[src/rtl/counter_stim_gen.sv]
// counter_stim_gen: self-running stimulus source for the 4-bit up/down/load
// counter. Each round plays LOAD, UP, GAP1, DOWN, GAP2, DOWN3, GAP3; a run is
// ROUNDS rounds followed by a one-cycle DONE pulse. All outputs are registered.
module counter_stim_gen #(
  parameter int         UP_LEN    = 20,
  parameter int         DOWN_LEN  = 20,
  parameter int         DOWN3_LEN = 12,
  parameter int         GAP_LEN   = 2,
  parameter int         ROUNDS    = 4,
  parameter logic [3:0] LFSR_SEED = 4'b1001
) (
  input  logic       clk_i,
  input  logic       reset_i,
  input  logic       start_i,
  input  logic       hold_i,
  output logic [3:0] D_o,
  output logic [1:0] modo_o,
  output logic       enable_o,
  output logic       busy_o,
  output logic       done_o,
  output logic [3:0] round_o
);

  localparam int         CNT_W    = 16;
  // An all-zero LFSR would lock up, so a zero seed is replaced by 0001.
  localparam logic [3:0] SEED_EFF = (LFSR_SEED == 4'd0) ? 4'd1 : LFSR_SEED;
  localparam logic [3:0] ROUNDS_L = 4'(ROUNDS);

  typedef enum logic [3:0] {
    S_IDLE, S_LOAD, S_UP, S_GAP1, S_DOWN, S_GAP2, S_DOWN3, S_GAP3, S_DONE
  } state_t;

  state_t           state_q, state_d;
  logic [CNT_W-1:0] cnt_q;
  logic [3:0]       lfsr_q;
  logic [3:0]       round_q, round_d;
  logic [3:0]       d_q;
  logic [1:0]       modo_q;
  logic             enable_q, busy_q, done_q;
  logic             freeze;

  // Dwell length of each timed state; LOAD and the control states last one cycle.
  function automatic int phase_len(input state_t s);
    case (s)
      S_UP:                     return UP_LEN;
      S_DOWN:                   return DOWN_LEN;
      S_DOWN3:                  return DOWN3_LEN;
      S_GAP1, S_GAP2, S_GAP3:   return GAP_LEN;
      default:                  return 1;
    endcase
  endfunction

  // Order of states inside a round; S_IDLE here stands for "end of round".
  function automatic state_t succ(input state_t s);
    case (s)
      S_LOAD:  return S_UP;
      S_UP:    return S_GAP1;
      S_GAP1:  return S_DOWN;
      S_DOWN:  return S_GAP2;
      S_GAP2:  return S_DOWN3;
      S_DOWN3: return S_GAP3;
      default: return S_IDLE;
    endcase
  endfunction

  // Next state in round order, skipping any zero-length phase or gap so that
  // a skipped phase costs no cycle at all.
  function automatic state_t next_phase(input state_t s);
    state_t n;
    n = succ(s);
    for (int i = 0; i < 6; i++) begin
      if (n != S_IDLE && phase_len(n) == 0) n = succ(n);
    end
    return n;
  endfunction

  // Next-state and round bookkeeping; hold freezes everything outside IDLE/DONE.
  always_comb begin
    state_d = state_q;
    round_d = round_q;
    freeze  = 1'b0;
    case (state_q)
      S_IDLE: begin
        if (start_i) begin
          state_d = S_LOAD;
          round_d = 4'd0;
        end
      end
      S_DONE: state_d = S_IDLE;
      default: begin
        if (hold_i) begin
          freeze = 1'b1;
        end else if (state_q == S_LOAD || cnt_q == '0) begin
          state_d = next_phase(state_q);
          if (state_d == S_IDLE) begin
            round_d = round_q + 4'd1;
            state_d = (round_d == ROUNDS_L) ? S_DONE : S_LOAD;
          end
        end
      end
    endcase
  end

  // Sequencer state, dwell counter, LFSR and registered outputs.
  always_ff @(posedge clk_i) begin
    if (reset_i) begin
      state_q  <= S_IDLE;
      cnt_q    <= '0;
      lfsr_q   <= SEED_EFF;
      round_q  <= 4'd0;
      d_q      <= 4'd0;
      modo_q   <= 2'b00;
      enable_q <= 1'b0;
      busy_q   <= 1'b0;
      done_q   <= 1'b0;
    end else if (freeze) begin
      // The pending advance is deferred, so the stalled cycle is not lost.
      enable_q <= 1'b0;
    end else begin
      state_q <= state_d;
      round_q <= round_d;
      if (state_d != state_q) begin
        cnt_q <= CNT_W'(phase_len(state_d) - 1);
      end else if (cnt_q != '0) begin
        cnt_q <= cnt_q - 1'b1;
      end
      if (state_q == S_LOAD) begin
        lfsr_q <= {lfsr_q[2:0], lfsr_q[3] ^ lfsr_q[2]};
      end
      if (state_d == S_LOAD) begin
        d_q <= lfsr_q;
      end
      case (state_d)
        S_LOAD:  modo_q <= 2'b11;
        S_UP:    modo_q <= 2'b00;
        S_DOWN:  modo_q <= 2'b01;
        S_DOWN3: modo_q <= 2'b10;
        default: modo_q <= modo_q;
      endcase
      enable_q <= (state_d == S_LOAD) || (state_d == S_UP) ||
                  (state_d == S_DOWN) || (state_d == S_DOWN3);
      busy_q   <= (state_d != S_IDLE) && (state_d != S_DONE);
      done_q   <= (state_d == S_DONE);
    end
  end

  assign D_o      = d_q;
  assign modo_o   = modo_q;
  assign enable_o = enable_q;
  assign busy_o   = busy_q;
  assign done_o   = done_q;
  assign round_o  = round_q;

endmodule
[config.mk]
export PLATFORM = sky130hd
export DESIGN_NAME = counter_stim_gen
export DESIGN_NICKNAME = d
export VERILOG_FILES = /design/src/rtl/counter_stim_gen.sv
export SDC_FILE = /design/constraint.sdc
export NUM_CORES = 1
export LEC_CHECK = 0
export CORE_AREA = 2 2 93 50
export CTS_BUF_LIST = sky130_fd_sc_hd__clkbuf_8
export CTS_CLUSTER_SIZE = 25
export DETAILED_ROUTE_END_ITERATION = 10
export DIE_AREA = 0 0 95 52
export PLACE_DENSITY = 0.7
export SYNTH_ARGS = -nofsm -noshare
export SYNTH_HDL_FRONTEND = slang
export SYNTH_SLANG_ARGS = --single-unit
[constraint.sdc]
create_clock -name clk_i -period 3.3 [get_ports clk_i]
set_input_delay 0.33 -clock clk_i [delete_from_list [all_inputs] [get_ports clk_i]]
set_output_delay 0.33 -clock clk_i [all_outputs]
set_load 0.01 [all_outputs]
==> results.yml <==
grt:
  grt_pass1_vias: 1494
  grtUsageTotal_pct: 21.2
  grt-ovfl-total: 0
  grt_start_max_net_pins: 31
  grt_pass1_wl_mm: 7.86
  grt_antenna_before_repair: 0
setup_path:
  end_kind: "register"
  reg2reg_slack_ns: 0.49
  r2r_cells: 7
  r2r-start: "cnt_q[2]$_SDFFE_PP0P_"
  worstPathMaxFanout: 13
  r2r-end: "cnt_q[13]$_SDFFE_PP0P_"
  path_class: "reg -> reg"
  arrival_ns: 3.03
  start_kind: "register"
  required_ns: 3.52
route:
  dr.first_iter.drc_count: 123
  wl_per_cell_um: 14.7
  vias_per_cell: 5.65
  drt_wl_total_mm: 4.58
  firstDrtPassIters: 5
  postRouteAntennaNets: 0
  drc_errors: 0
  vias: 1756
clock_network:
  cts_buffers: 5
  cts_tree: "yes"
  clkTransAtPathRegs_ns: 0.08
  cts_sinks: 37
  postCtsSetupBuffers: 0
  ctsResizeCount: 0
  clk_path_buf_depth: 2
  htree_num_levels: 2
  cts_hold_buf: 0
  clock_latency_ns: 0.29
  cts_root_buf: "clkbuf_8"
floorplan:
  core_area_um2: 4190
  die_w_um: 95
  dieHeight_um: 52
  die-area_um2: 4940
  start_util_pct: 48.3
  pin_count: 17
  placementRows: 17
hold_path:
  min_to: "D_o[2]$_SDFFE_PP0P_"
  holdPathStages: 2
  worstHoldStart: "D_o[2]$_SDFFE_PP0P_"
  hold_class: "reg -> reg"
layout:
  fillers: 381
  drive_gt1_share_pct: 9.84
  area_growth_pct: 15.7
  finalNonFillerCells: 311
  diodes: 0
  final_net_count: 259
yosys:
  synthArstFlopShare_pct: 0
  ys_ff_latch: 37
  yosysUniqueCellTypes: 58
  synth_warnings: 0
  yosysTopAreaCell: "dfxtp_1"
  synth_edf_count: 0
  synth_fp_nets: 245
  ys_top_cells_by_area: "dfxtp_1 (37%), nor2_1 (5.9%), xor2_1 (4.8%)"
  synthMostInstantiatedCell: "dfxtp_1"
  synthFlopType: "dfxtp_1"
  seq_area_frac_synth_pct: 36.6
  netlist_area_um2: 2020
  avgSynthCellArea_um2: 8.46
  netlist_instances: 239
  yosys-top-cells-count: "dfxtp_1 (37), nor2_1 (32), a21oi_1 (15)"
  synth_top_cell_area_share_pct: 36.6
sta:
  slew_headroom_pct: 53.7
  clock_skew_ns: 0.00625
  fin_crit_sh_pct: 85.1
  hold_viol: 0
  setup_viol: 0
  drv_slew: 0
  worstMarginPinSlew_ns: 0.688
  finalCriticalPeriod_ns: 2.81
  fmax_mhz: 356
  rsz0062_at_grt: "no"
  finalSetupTns_ns: 0
place:
  dp_cells: 303
  gp_congestion: 0.888
  portBuffers: 16
  dp_hpwl_mm: 3.33
power_and_ir_drop:
  powerDensity_nw_per_um2: 990
  cellLeakagePower_nw: 0.865
  ir_worst_vdd_mv: 0.404
  power.total_mw: 2.32
flow_run:
  max_cap_violations: 0
outcome:
  status: "finished clean"
power by group:
group          switching, mW  internal, mW  total (mW)
logic                  0.685         0.506        1.19
registers              0.133         0.573       0.705
clock network          0.172         0.246       0.418
kinds of logic (layout without fill, tap and decap cells):
logic type | after synthesis | count (layout) | share of synthesized area [%]
xor gates and xnor gates | 14 | 14 | 6.06
and+or+nand+nor | 109 | 109 | 31.3
buffers and inverters | 19 | 34 | 3.96
AOI/OAI and AO/OA | 51 | 51 | 17.3
DFF | 37 | 37 | 36.6
adders and majority gates | 2 | 2 | 1.24
muxes | 7 | 7 | 3.47
cells in the final DEF (no fill, tap or decap), types with 6 or more instances in the layout:
cell type,count
a21oi_1,15
clkbuf_8,6
clkdlybuf4s50_1,16
dfxtp_1,37
inv_1,8
mux2i_1,7
nand2_1,14
nand2b_1,12
nand4_1,8
nor2_1,32
nor3_1,8
o21ai_0,10
xor2_1,11
registers in the layout (all words and copies together) (netlist names), 2 cells and up:
register	flops
D_o	4
cnt_q	16
lfsr_q	4
modo_o	2
round_o	4
state_q	4
layer usage:
layer  share of wire (%)  up-vias  GRT usage [%]
li1                    -      889              -
met1                  58      798           35.7
met3                 6.8        4           6.67
met5                   0        -              0
met2                  35       65           22.9
met4                0.74        0           6.52
how the worst max path moves through the flow:
stage | startpoint | endpoint | slack [ns] | depth (start not counted)
2_1_floorplan | cnt_q[11]$_SDFFE_PP0P_ | modo_o[1]$_SDFFE_PP0P_ | 1.06 | 8
3_3_place_gp | hold_i | cnt_q[13]$_SDFFE_PP0P_ | 0.61 | 7
3_5_place_dp | hold_i | cnt_q[13]$_SDFFE_PP0P_ | 0.50 | 7
4_1_cts | cnt_q[2]$_SDFFE_PP0P_ | cnt_q[13]$_SDFFE_PP0P_ | 0.53 | 7
5_1_grt | cnt_q[2]$_SDFFE_PP0P_ | cnt_q[13]$_SDFFE_PP0P_ | 0.27 | 7
6_report | cnt_q[2]$_SDFFE_PP0P_ | cnt_q[13]$_SDFFE_PP0P_ | 0.49 | 7
critical path, stage by stage, from the launching register on:
cell and delay [ns]:
dfxtp_1 0.36, nor4_4 0.48, and4b_1 0.38, nand2_2 0.13, o221ai_2 0.53, nand4_1 0.27
or4_1 0.45, a21oi_1 0.14
final cells by class:
type | instances | area (um2) | area share [%]
Inverter | 8 | 30.0 | 1.28
Multi-Input combinational cell | 183 | 1200 | 51.4
Clock buffer | 6 | 82.6 | 3.53
Timing Repair Buffer | 18 | 175 | 7.49
Tap cell | 57 | 71.3 | 3.05
Clock inverter | 2 | 37.5 | 1.61
Sequential cell | 37 | 741 | 31.7
stage by stage:
step / util (%) / hold WS (ns) / setup WS, ns / cell area [um2]
finish: 55.8 / 0.475 / 0.492 / 2340
global route: 55.8 / 0.505 / 0.267 / 2340
CTS: 55.8 / 0.478 / 0.527 / 2340
detailed placement: 52.9 / 0.464 / 0.499 / 2220
global placement: 52.9 / 0.460 / 0.614 / 2220
floorplan: - / 0.462 / 1.06 / 2020
Power figures use the tool's default switching activity.
